### config.mk
export PLATFORM = sky130hd
export DESIGN_NAME = alu_seq
export DESIGN_NICKNAME = d
export VERILOG_FILES = /design/src/rtl/alu_pkg.sv /design/src/rtl/alu_mul_seq.sv /design/src/rtl/alu_seq.sv
export SDC_FILE = /design/constraint.sdc
export NUM_CORES = 1
export LEC_CHECK = 0
export CAP_MARGIN = 20
export CORE_ASPECT_RATIO = 2
export CORE_MARGIN = 10
export CORE_UTILIZATION = 50
export CTS_CLUSTER_DIAMETER = 40
export DETAILED_ROUTE_END_ITERATION = 7
export GPL_ROUTABILITY_DRIVEN = 0
export HOLD_SLACK_MARGIN = 0.1
export PLACE_DENSITY = 0.7
export SLEW_MARGIN = 20
export SYNTH_ARGS = -nofsm -noshare
export SYNTH_HDL_FRONTEND = slang
export SYNTH_SLANG_ARGS = --single-unit
### constraint.sdc
create_clock -name clk -period 7.3 [get_ports clk]
set_input_delay 1.46 -clock clk [delete_from_list [all_inputs] [get_ports clk]]
set_output_delay 1.46 -clock clk [all_outputs]
set_load 0.005 [all_outputs]
### src/rtl/alu_pkg.sv
// Shared types for the sequential ALU: opcodes, FSM states and the status-flag bundle.
package alu_pkg;

  typedef enum logic [2:0] {
    OP_ADD = 3'b000,
    OP_SUB = 3'b001,
    OP_MUL = 3'b010,
    OP_SHL = 3'b011,
    OP_SHR = 3'b100,
    OP_AND = 3'b101,
    OP_OR  = 3'b110,
    OP_XOR = 3'b111
  } alu_op_e;

  typedef enum logic [1:0] {
    ST_IDLE,
    ST_MUL,
    ST_DONE
  } alu_state_e;

  typedef struct packed {
    logic zero;
    logic carry;
    logic ovf;
    logic neg;
  } alu_flags_t;

endpackage

### src/rtl/alu_mul_seq.sv
// Iterative shift-add multiplier: start loads operands and does the first step,
// done pulses for one cycle once all WIDTH partial products are accumulated.
module alu_mul_seq #(
  parameter int WIDTH = 8
) (
  input  logic               clk,
  input  logic               rst,
  input  logic               start_i,
  input  logic [WIDTH-1:0]   a_i,
  input  logic [WIDTH-1:0]   b_i,
  output logic               done_o,
  output logic [2*WIDTH-1:0] prod_o
);

  localparam int CW = $clog2(WIDTH + 1);

  logic [2*WIDTH-1:0] acc_q, mcand_q;
  logic [WIDTH-1:0]   mplier_q;
  logic [CW-1:0]      cnt_q;
  logic               busy_q, done_q;

  always_ff @(posedge clk or posedge rst) begin
    if (rst) begin
      acc_q    <= '0;
      mcand_q  <= '0;
      mplier_q <= '0;
      cnt_q    <= '0;
      busy_q   <= 1'b0;
      done_q   <= 1'b0;
    end else begin
      done_q <= 1'b0;
      if (start_i) begin
        // Folding step 1 into the load keeps total latency at WIDTH cycles.
        acc_q    <= b_i[0] ? {{WIDTH{1'b0}}, a_i} : '0;
        mcand_q  <= {{(WIDTH-1){1'b0}}, a_i, 1'b0};
        mplier_q <= b_i >> 1;
        cnt_q    <= CW'(1);
        busy_q   <= 1'b1;
      end else if (busy_q) begin
        if (mplier_q[0]) acc_q <= acc_q + mcand_q;
        mcand_q  <= mcand_q << 1;
        mplier_q <= mplier_q >> 1;
        cnt_q    <= cnt_q + CW'(1);
        if (cnt_q == CW'(WIDTH - 1)) begin
          busy_q <= 1'b0;
          done_q <= 1'b1;
        end
      end
    end
  end

  assign done_o = done_q;
  assign prod_o = acc_q;

endmodule

### src/rtl/alu_seq.sv
// Registered 8-op ALU with valid/ready handshakes and an iterative multiplier.
// Optional ALU_SAT_EN: unsigned saturation of ADD/SUB results.
module alu_seq
  import alu_pkg::*;
#(
  parameter int WIDTH = 8
) (
  input  logic               clk,
  input  logic               rst,
  input  logic               in_valid,
  output logic               in_ready,
  input  logic [WIDTH-1:0]   in_a,
  input  logic [WIDTH-1:0]   in_b,
  input  logic [2:0]         in_op,
  output logic               out_valid,
  input  logic               out_ready,
  output logic [2*WIDTH-1:0] out_result,
  output logic               out_zero,
  output logic               out_carry,
  output logic               out_ovf,
  output logic               out_neg
);

  localparam int SHW = $clog2(WIDTH);

  alu_state_e         state_q;
  logic [2*WIDTH-1:0] result_q;
  alu_flags_t         flags_q;

  alu_op_e            op;
  logic               accept, mul_start, mul_done;
  logic [2*WIDTH-1:0] mul_prod, alu_res;
  alu_flags_t         alu_flags, mul_flags;
  logic [SHW-1:0]     shamt;
  logic [WIDTH:0]     sum, diff, shl_ext, shr_ext;
  logic [WIDTH-1:0]   res_w;
  logic               c, v;

  assign op        = alu_op_e'(in_op);
  assign in_ready  = (state_q == ST_IDLE) || (state_q == ST_DONE && out_ready);
  assign accept    = in_valid && in_ready;
  assign mul_start = accept && (op == OP_MUL);
  assign shamt     = in_b[SHW-1:0];

  alu_mul_seq #(.WIDTH(WIDTH)) u_mul (
    .clk     (clk),
    .rst     (rst),
    .start_i (mul_start),
    .a_i     (in_a),
    .b_i     (in_b),
    .done_o  (mul_done),
    .prod_o  (mul_prod)
  );

  // Extended shifts leave the last bit shifted out in the extra position.
  always_comb begin
    sum     = {1'b0, in_a} + {1'b0, in_b};
    diff    = {1'b0, in_a} - {1'b0, in_b};
    shl_ext = {1'b0, in_a} << shamt;
    shr_ext = {in_a, 1'b0} >> shamt;
    res_w   = '0;
    c       = 1'b0;
    v       = 1'b0;
    case (op)
      OP_ADD: begin
        res_w = sum[WIDTH-1:0];
        c     = sum[WIDTH];
        v     = (in_a[WIDTH-1] == in_b[WIDTH-1]) && (sum[WIDTH-1] != in_a[WIDTH-1]);
`ifdef ALU_SAT_EN
        if (sum[WIDTH]) res_w = '1;
`endif
      end
      OP_SUB: begin
        res_w = diff[WIDTH-1:0];
        c     = diff[WIDTH];
        v     = (in_a[WIDTH-1] != in_b[WIDTH-1]) && (diff[WIDTH-1] != in_a[WIDTH-1]);
`ifdef ALU_SAT_EN
        if (diff[WIDTH]) res_w = '0;
`endif
      end
      OP_SHL: begin
        res_w = shl_ext[WIDTH-1:0];
        c     = shl_ext[WIDTH];
      end
      OP_SHR: begin
        res_w = shr_ext[WIDTH:1];
        c     = shr_ext[0];
      end
      OP_AND:  res_w = in_a & in_b;
      OP_OR:   res_w = in_a | in_b;
      OP_XOR:  res_w = in_a ^ in_b;
      default: res_w = '0;
    endcase
    alu_res         = {{WIDTH{1'b0}}, res_w};
    alu_flags.zero  = (res_w == '0);
    alu_flags.carry = c;
    alu_flags.ovf   = v;
    alu_flags.neg   = res_w[WIDTH-1];
    mul_flags.zero  = (mul_prod == '0);
    mul_flags.carry = 1'b0;
    mul_flags.ovf   = |mul_prod[2*WIDTH-1:WIDTH];
    mul_flags.neg   = mul_prod[2*WIDTH-1];
  end

  always_ff @(posedge clk or posedge rst) begin
    if (rst) begin
      state_q  <= ST_IDLE;
      result_q <= '0;
      flags_q  <= '0;
    end else begin
      case (state_q)
        ST_IDLE, ST_DONE: begin
          if (accept) begin
            if (op == OP_MUL) begin
              state_q <= ST_MUL;
            end else begin
              state_q  <= ST_DONE;
              result_q <= alu_res;
              flags_q  <= alu_flags;
            end
          end else if (state_q == ST_DONE && out_ready) begin
            state_q <= ST_IDLE;
          end
        end
        ST_MUL: begin
          if (mul_done) begin
            state_q  <= ST_DONE;
            result_q <= mul_prod;
            flags_q  <= mul_flags;
          end
        end
        default: state_q <= ST_IDLE;
      endcase
    end
  end

  assign out_valid  = (state_q == ST_DONE);
  assign out_result = result_q;
  assign out_zero   = flags_q.zero;
  assign out_carry  = flags_q.carry;
  assign out_ovf    = flags_q.ovf;
  assign out_neg    = flags_q.neg;

endmodule

==> impl_metrics.py, run 1 <==
metrics = {
    "final_layout": {
        "fin_cells": 797,
        "multi_input_area_sq_um": 3371,
        "drive_gt1_share_pct": 5.909,
        "synthToLayoutAreaGrowth_pct": 13.75,
        "fill_cells": 1005,
        "nets": 723,
        "regArea_sq_um": 1652,
        "utilization_pct": 57.98,
        "fin_area_sq_um": 6075,
        "n_antenna_cell": 0,
    },
    "floorplanning": {
        "initial_core_util_pct": 50.97,
        "die_x_microns": 93.08,
        "die-area_sq_um": 15460,
        "io-pin-count": 45,
        "num_rows": 53,
        "die_y_microns": 166.2,
        "core_area_sq_um": 10480,
    },
    "worst_setup_path": {
        "crit_required_ns": 5.84,
        "slowest_delay_ns": 0.56,
        "critPathArrivalTime_ns": 2.83,
        "cp_cell_sequence": "clkdlybuf4s50_1, inv_1, a21oi_1, clkdlybuf4s50_1",
        "startpoint_type": "input port",
        "crit_slowest_cell": "clkdlybuf4s50_1",
        "critPathMaxFanout": 3,
        "cp_common_cell": "clkdlybuf4s50_1",
        "crit_path_end_kind": "primary output",
        "worstSetupPathType": "input port to primary output",
        "crit_buf_inv": 3,
        "crit_family": "buffers and inverters",
    },
    "timing": {
        "setup_viol": 0,
        "timing.final.ws_setup_ns": 3.013,
        "clock.fmax_ghz": 0.2333,
        "hold_violations": 0,
        "relSlewSlack_pct": 43.82,
        "slew_violations": 0,
        "min_period_ns": 4.287,
        "skew_ns": 0.006652,
        "period_share_pct": 58.72,
        "tns_ns": 0,
        "worst_slew_pin_slew_ns": 0.8400,
        "hold_ws_ns": 0.4637,
        "rsz0062_at_grt": "false",
    },
    "clocking": {
        "htreeDepth": 3,
        "cts_num_sinks": 66,
        "root_buffer": "clkbuf_16",
        "clkLatencyLatePin_ns": 0.33,
        "cts_hold_buf": 0,
        "clk_path_buf_depth": 2,
        "clkSlewWorstSetupHoldPaths_ns": 0.05,
        "numCtsBuffers": 9,
        "post_cts_resized": 0,
        "cts_tree": "done",
        "post_cts_buffers": 0,
    },
    "yosys": {
        "synth_edf_count": 0,
        "yosys.area.top_type": "dfrtp_1",
        "synth_ff_type": "dfrtp_1",
        "seq_area_frac_synth_pct": 30.93,
        "ys_warn_count": 0,
        "syn_area_per_cell_sq_um": 8.423,
        "synth-seq-cells": 66,
        "netlist_area_sq_um": 5340,
        "synthArstFlopShare_pct": 100.0,
        "syn_nets": 701,
        "synth.distinct_cells": 76,
        "post-synth-top-area-fraction_pct": 30.93,
        "synth.top_cells.by_area": "dfrtp_1 (31%), ha_1 (9.6%), mux2i_1 (8.2%), nand2_1 (5.3%), nor2_1 (4.0%)",
        "syn_inst": 634,
    },
    "drt": {
        "first_iter_violations": 324,
        "avgRoutedWirePerCell_microns": 19.83,
        "drc": 0,
        "drt-pass1-iter-count": 5,
        "drt-total-wl_mm": 15.81,
        "drtAntennaViolNets": 0,
        "vias": 4830,
        "viasPerCell": 6.060,
    },
    "worst_hold_path": {
        "min_path_type": "flip-flop to flip-flop",
    },
    "pwr": {
        "p_leak_nw": 2.845,
        "ir_drop_mv": 0.1311,
        "p_per_area_nw_per_um2": 280.3,
        "power.total_mw": 1.703,
    },
    "place": {
        "placed_cell_area_sq_um": 5803,
        "post-place-ws_ns": 2.878,
        "port_buffers": 44,
        "dp_hpwl_mm": 12.06,
        "dp_cells": 782,
    },
    "grt": {
        "antenna_found_initial": 0,
        "grt_start_max_net_pins": 67,
        "grt-ovfl-total": 0,
        "grt_pass1_wl_mm": 25.39,
        "grt_pass1_vias": 4946,
        "track_usage_pct": 20.80,
    },
    "job": {
        "maxCapViolations": 0,
    },
    "run_status": {
        "status": "complete, no violations",
    },
}
==> cell usage after synthesis (9+ instances only) <==
| cell | number |
|---|---|
| nand4_1 | 13 |
| o21ai_0 | 41 |
| mux2i_1 | 44 |
| xnor2_1 | 12 |
| a21oi_1 | 39 |
| clkbuf_1 | 16 |
| inv_1 | 30 |
| nor2b_1 | 9 |
| buf_2 | 13 |
| nor2_1 | 57 |
| nand3_1 | 22 |
| nand2_1 | 75 |
| ha_1 | 41 |
| dfrtp_1 | 66 |
| a21o_1 | 13 |
| nor3_1 | 13 |
==> sequential cells by signal, summed over array words and instances (netlist names) <==
| register | count |
|---|---|
| out_result | 16 |
| u_mul.prod_o | 16 |
| u_mul.mcand_q | 15 |
| u_mul.mplier_q | 7 |
| u_mul.cnt_q | 4 |
| state_q | 2 |
| out_carry | 1 |
| out_neg | 1 |
| out_ovf | 1 |
| out_zero | 1 |
| u_mul.busy_q | 1 |
| u_mul.done_o | 1 |
==> worst min-delay path, stage by stage, from the launching register on <==
cell and delay (ns):
dfrtp_1 0.34, nand2_1 0.05, nand2_1 0.05
==> per-layer routing <==
layer  wire, microns  GRT usage (%)  up-vias  part of all wire [%]
met5               0              0        -                     0
li1                -              -     2305                     -
met1            5354          19.80     2324                    34
met3             546          2.897       57                   3.5
met2            8825          38.71      144                    56
met4            1080          14.57        0                   6.8
==> cells in the final DEF, fill, tap and decap left out, types with 13 or more instances in the layout <==
master / synthesis / layout
inv_1: 30 / 29
dfrtp_1: 66 / 66
ha_1: 41 / 41
mux2i_1: 44 / 44
o21ai_0: 41 / 41
clkdlybuf4s50_1: 0 / 44
nor3_1: 13 / 13
nand4_1: 13 / 13
a21o_1: 13 / 13
nand3_1: 22 / 22
a21oi_1: 39 / 39
nand2_1: 75 / 75
nor2_1: 57 / 57
==> power breakdown <==
part / switching, mW / leakage, nW / internal (mW)
Clock: 0.148 / 0.138 / 0.244
Combinational: 0.377 / 1.85 / 0.321
Sequential: 0.132 / 0.855 / 0.481
Total: 0.657 / 2.85 / 1.05
==> kinds of logic after synthesis <==
group                    after synthesis  synth area share (%)
AND/OR/NAND/NOR                      232                 21.20
AO/OA/AOI/OAI                        155                 18.89
buffers and inverters                 71                 5.951
flip-flops                            66                 30.93
multiplexers                          49                 9.513
adder cells (fa/ha/maj)               44                 10.73
XOR/XNOR                              17                 2.788
==> final timing paths <==
path | startpoint | end | slack (ns) | cells after the start
min | out_result[14] | out_result[14] | 0.46 | 2
min in group asynchronous | rst | out_result[15] | 1.70 | 3
max in group asynchronous | rst | u_mul.mcand_q[12] | 5.06 | 3
max | out_ready | in_ready | 3.01 | 4
max reg2reg | u_mul.prod_o[1] | u_mul.prod_o[15] | 4.67 | 10
min reg2reg | out_result[14] | out_result[14] | 0.46 | 2
==> final cells by class <==
type	instances	share of cell area [%]
Clock buffer	12	4.222
Timing Repair Buffer	51	8.115
Clock inverter	3	0.2472
Sequential cell	66	27.19
Inverter	31	1.916
Tap cell	137	2.822
Multi-Input combinational cell	497	55.49
Power figures use the tool's default switching activity.
==> run 2, diff against run 1 <==
--- a/config.mk
+++ b/config.mk
@@ -13,7 +13,7 @@
 export DETAILED_ROUTE_END_ITERATION = 7
 export GPL_ROUTABILITY_DRIVEN = 0
 export HOLD_SLACK_MARGIN = 0.1
-export PLACE_DENSITY = 0.7
+export PLACE_DENSITY = 0.73
 export SLEW_MARGIN = 20
 export SYNTH_ARGS = -nofsm -noshare
 export SYNTH_HDL_FRONTEND = slang
==> constraint.sdc (replaced) <==
create_clock -name clk -period 3.9 [get_ports clk]
set_input_delay 0.78 -clock clk [delete_from_list [all_inputs] [get_ports clk]]
set_output_delay 0.78 -clock clk [all_outputs]
set_load 0.005 [all_outputs]
==> run 2 against run 1 <==
Effect of this change: flip-flop and latch count unchanged; cell area up 2.2%; total power up 89%; clock skew about the same; non-clock buffer count up 17; final cell count up 2.3%; sequential share of layout area down 0.59 points; utilization up 1.3 points; first-iteration DRC count up 3.4%; highest routed layer unchanged.
==> impl_metrics.py, run 2 (synthesis results as in run 1) <==
metrics = {
    "floorplanning": {
        "io-pin-count": 45,
        "die_x_microns": 93.08,
        "initial_core_util_pct": 50.97,
        "num_rows": 53,
        "die_y_microns": 166.2,
        "die-area_sq_um": 15460,
        "core_area_sq_um": 10480,
    },
    "final_layout": {
        "final_common_cell": "nand2_1",
        "fin_cells": 815,
        "drive_gt1_share_pct": 8.112,
        "n_antenna_cell": 0,
        "fill_cells": 983,
        "layout_common_cells": "nand2_1 (75), dfrtp_1 (66), nor2_1 (57), mux2i_1 (44), clkdlybuf4s50_1 (44)",
        "nets": 740,
        "synthToLayoutAreaGrowth_pct": 16.28,
    },
    "clocking": {
        "clk_path_buf_depth": 2,
        "cts_num_sinks": 66,
        "htreeDepth": 3,
        "root_buffer": "clkbuf_16",
        "cts_tree": "done",
        "post_cts_resized": 0,
        "clkSlewWorstSetupHoldPaths_ns": 0.05,
        "clkLatencyLatePin_ns": 0.33,
        "cts_hold_buf": 0,
        "post_cts_buffers": 0,
        "numCtsBuffers": 9,
    },
    "pwr": {
        "combPwrFrac_pct": 42.1,
        "p_per_area_nw_per_um2": 518.1,
        "swShare_pct": 39.06,
        "p_int_mw": 1.961,
        "netSwitchingPower_mw": 1.257,
        "p_seq_share_pct": 35.2,
        "ir_drop_mv": 0.3049,
        "p_leak_nw": 2.924,
        "power.share.clock_pct": 22.7,
    },
    "grt": {
        "antenna_found_initial": 0,
        "use_met2_pct": 40.61,
        "grt_pass1_wl_mm": 26.58,
        "track_usage_pct": 21.81,
        "grt_use_met1_pct": 20.78,
        "grt_start_max_net_pins": 51,
        "grt-ovfl-total": 0,
        "grt_pass1_vias": 5083,
        "grt_busiest_layer": "met2",
        "use_met3_pct": 3.803,
    },
    "worst_setup_path": {
        "startpoint_type": "input port",
        "slowest_delay_ns": 0.79,
        "worstSetupPathType": "input port to flip-flop",
        "crit_slowest_cell": "clkdlybuf4s50_1",
        "r2r_setup_slack_ns": 1.13,
        "crit_path_end_kind": "flip-flop",
        "cp_common_cell": "mux2i_1",
        "cp_cell_sequence": "clkdlybuf4s50_1, inv_1, ha_1, mux2i_1, nor2b_1, o21ai_0, nand4_1, a31o_2, mux2i_1, a21oi_1",
        "critPathMaxFanout": 9,
        "crit_required_ns": 4.11,
        "critPathArrivalTime_ns": 3.55,
    },
    "drt": {
        "drc": 0,
        "avgRoutedWirePerCell_microns": 20.34,
        "drt-pass1-iter-count": 7,
        "first_iter_violations": 335,
        "vias": 4979,
        "drt-total-wl_mm": 16.58,
        "drtAntennaViolNets": 0,
        "viasPerCell": 6.109,
    },
    "run_status": {
        "status": "complete, no violations",
    },
    "timing": {
        "relSlewSlack_pct": 43.50,
        "clock.fmax_ghz": 0.3000,
        "min_period_ns": 3.333,
        "hold_ws_ns": 0.4683,
        "worst_slew_pin_slew_ns": 0.8458,
        "skew_ns": 0.006224,
        "period_share_pct": 85.46,
        "tns_ns": 0,
        "hold_violations": 0,
        "setup_viol": 0,
        "rsz0062_at_grt": "false",
        "slew_violations": 0,
    },
    "place": {
        "dp_cells": 799,
        "dp_hpwl_mm": 12.82,
        "port_buffers": 44,
    },
    "worst_hold_path": {
        "min_path_type": "flip-flop to flip-flop",
    },
    "job": {
        "maxCapViolations": 0,
    },
}
-- run 2: changes by cell type in the layout (fill, tap and decap cells not counted), sizes merged --
cell / previous run / this run
clkbuf: 12 / 13
inv: 31 / 30
buf: 7 / 24
clkinv: 3 / 4
-- run 2: power by group through the flow --
stage | Clock, mW | Combinational, mW | Sequential [mW]
after detailed placement | 0 | 1.34 | 1.14
after global placement | 0 | 1.30 | 1.13
after global routing | 0.765 | 1.51 | 1.16
after floorplan | 0 | 0.979 | 1.04
final | 0.730 | 1.36 | 1.13
after CTS | 0.733 | 1.35 | 1.13
-- run 2: routing by layer --
layer / wire (microns) / vias to the layer above
met1: 5572 / 2404
met5: 0 / -
met3: 675 / 63
met4: 1022 / 0
li1: - / 2334
met2: 9306 / 178
-- run 2: cell type report --
class,count,area [sq um],share of cell area (%)
Timing Repair Buffer,68,633.1,10.20
Clock inverter,3,15.01,0.2418
Tap cell,137,171.4,2.760
Multi-Input combinational cell,497,3371,54.28
Clock buffer,13,250.2,4.030
Inverter,31,117.6,1.894
Sequential cell,66,1652,26.60
-- run 2: per-stage QoR --
stage / instance area [sq um] / setup WS, ns / utilization [%] / total power, mW
after floorplan: 5340 / 1.116 / - / 2.023
after global routing: 6210 / 0.4049 / 59.27 / 3.431
after global placement: 5943 / 0.4079 / 56.72 / 2.425
final: 6210 / 0.5670 / 59.27 / 3.217
after CTS: 6208 / 0.6851 / 59.25 / 3.209
after detailed placement: 5943 / 0.3633 / 56.72 / 2.481
-- run 2: path summary, 6_finish.rpt --
| path | from | end | cells past startpoint |
|---|---|---|---|
| max in group asynchronous | rst | u_mul.mplier_q[2] | 3 |
| worst max-delay path | in_a[6] | out_result[6] | 10 |
| worst min-delay path | out_result[15] | out_result[15] | 2 |
| worst max register to register | u_mul.prod_o[1] | u_mul.prod_o[15] | 10 |
| min in group asynchronous | rst | out_result[15] | 2 |
| worst min register to register | out_result[15] | out_result[15] | 2 |
-- run 2: worst max-delay path: cells and delay by family --
family | cells | cell delay [ns]
AO/OA/AOI/OAI | 3 | 0.84
adder cells (fa/ha/maj) | 1 | 0.42
buffers and inverters | 2 | 0.89
multiplexers | 2 | 0.31
AND/OR/NAND/NOR | 2 | 0.30
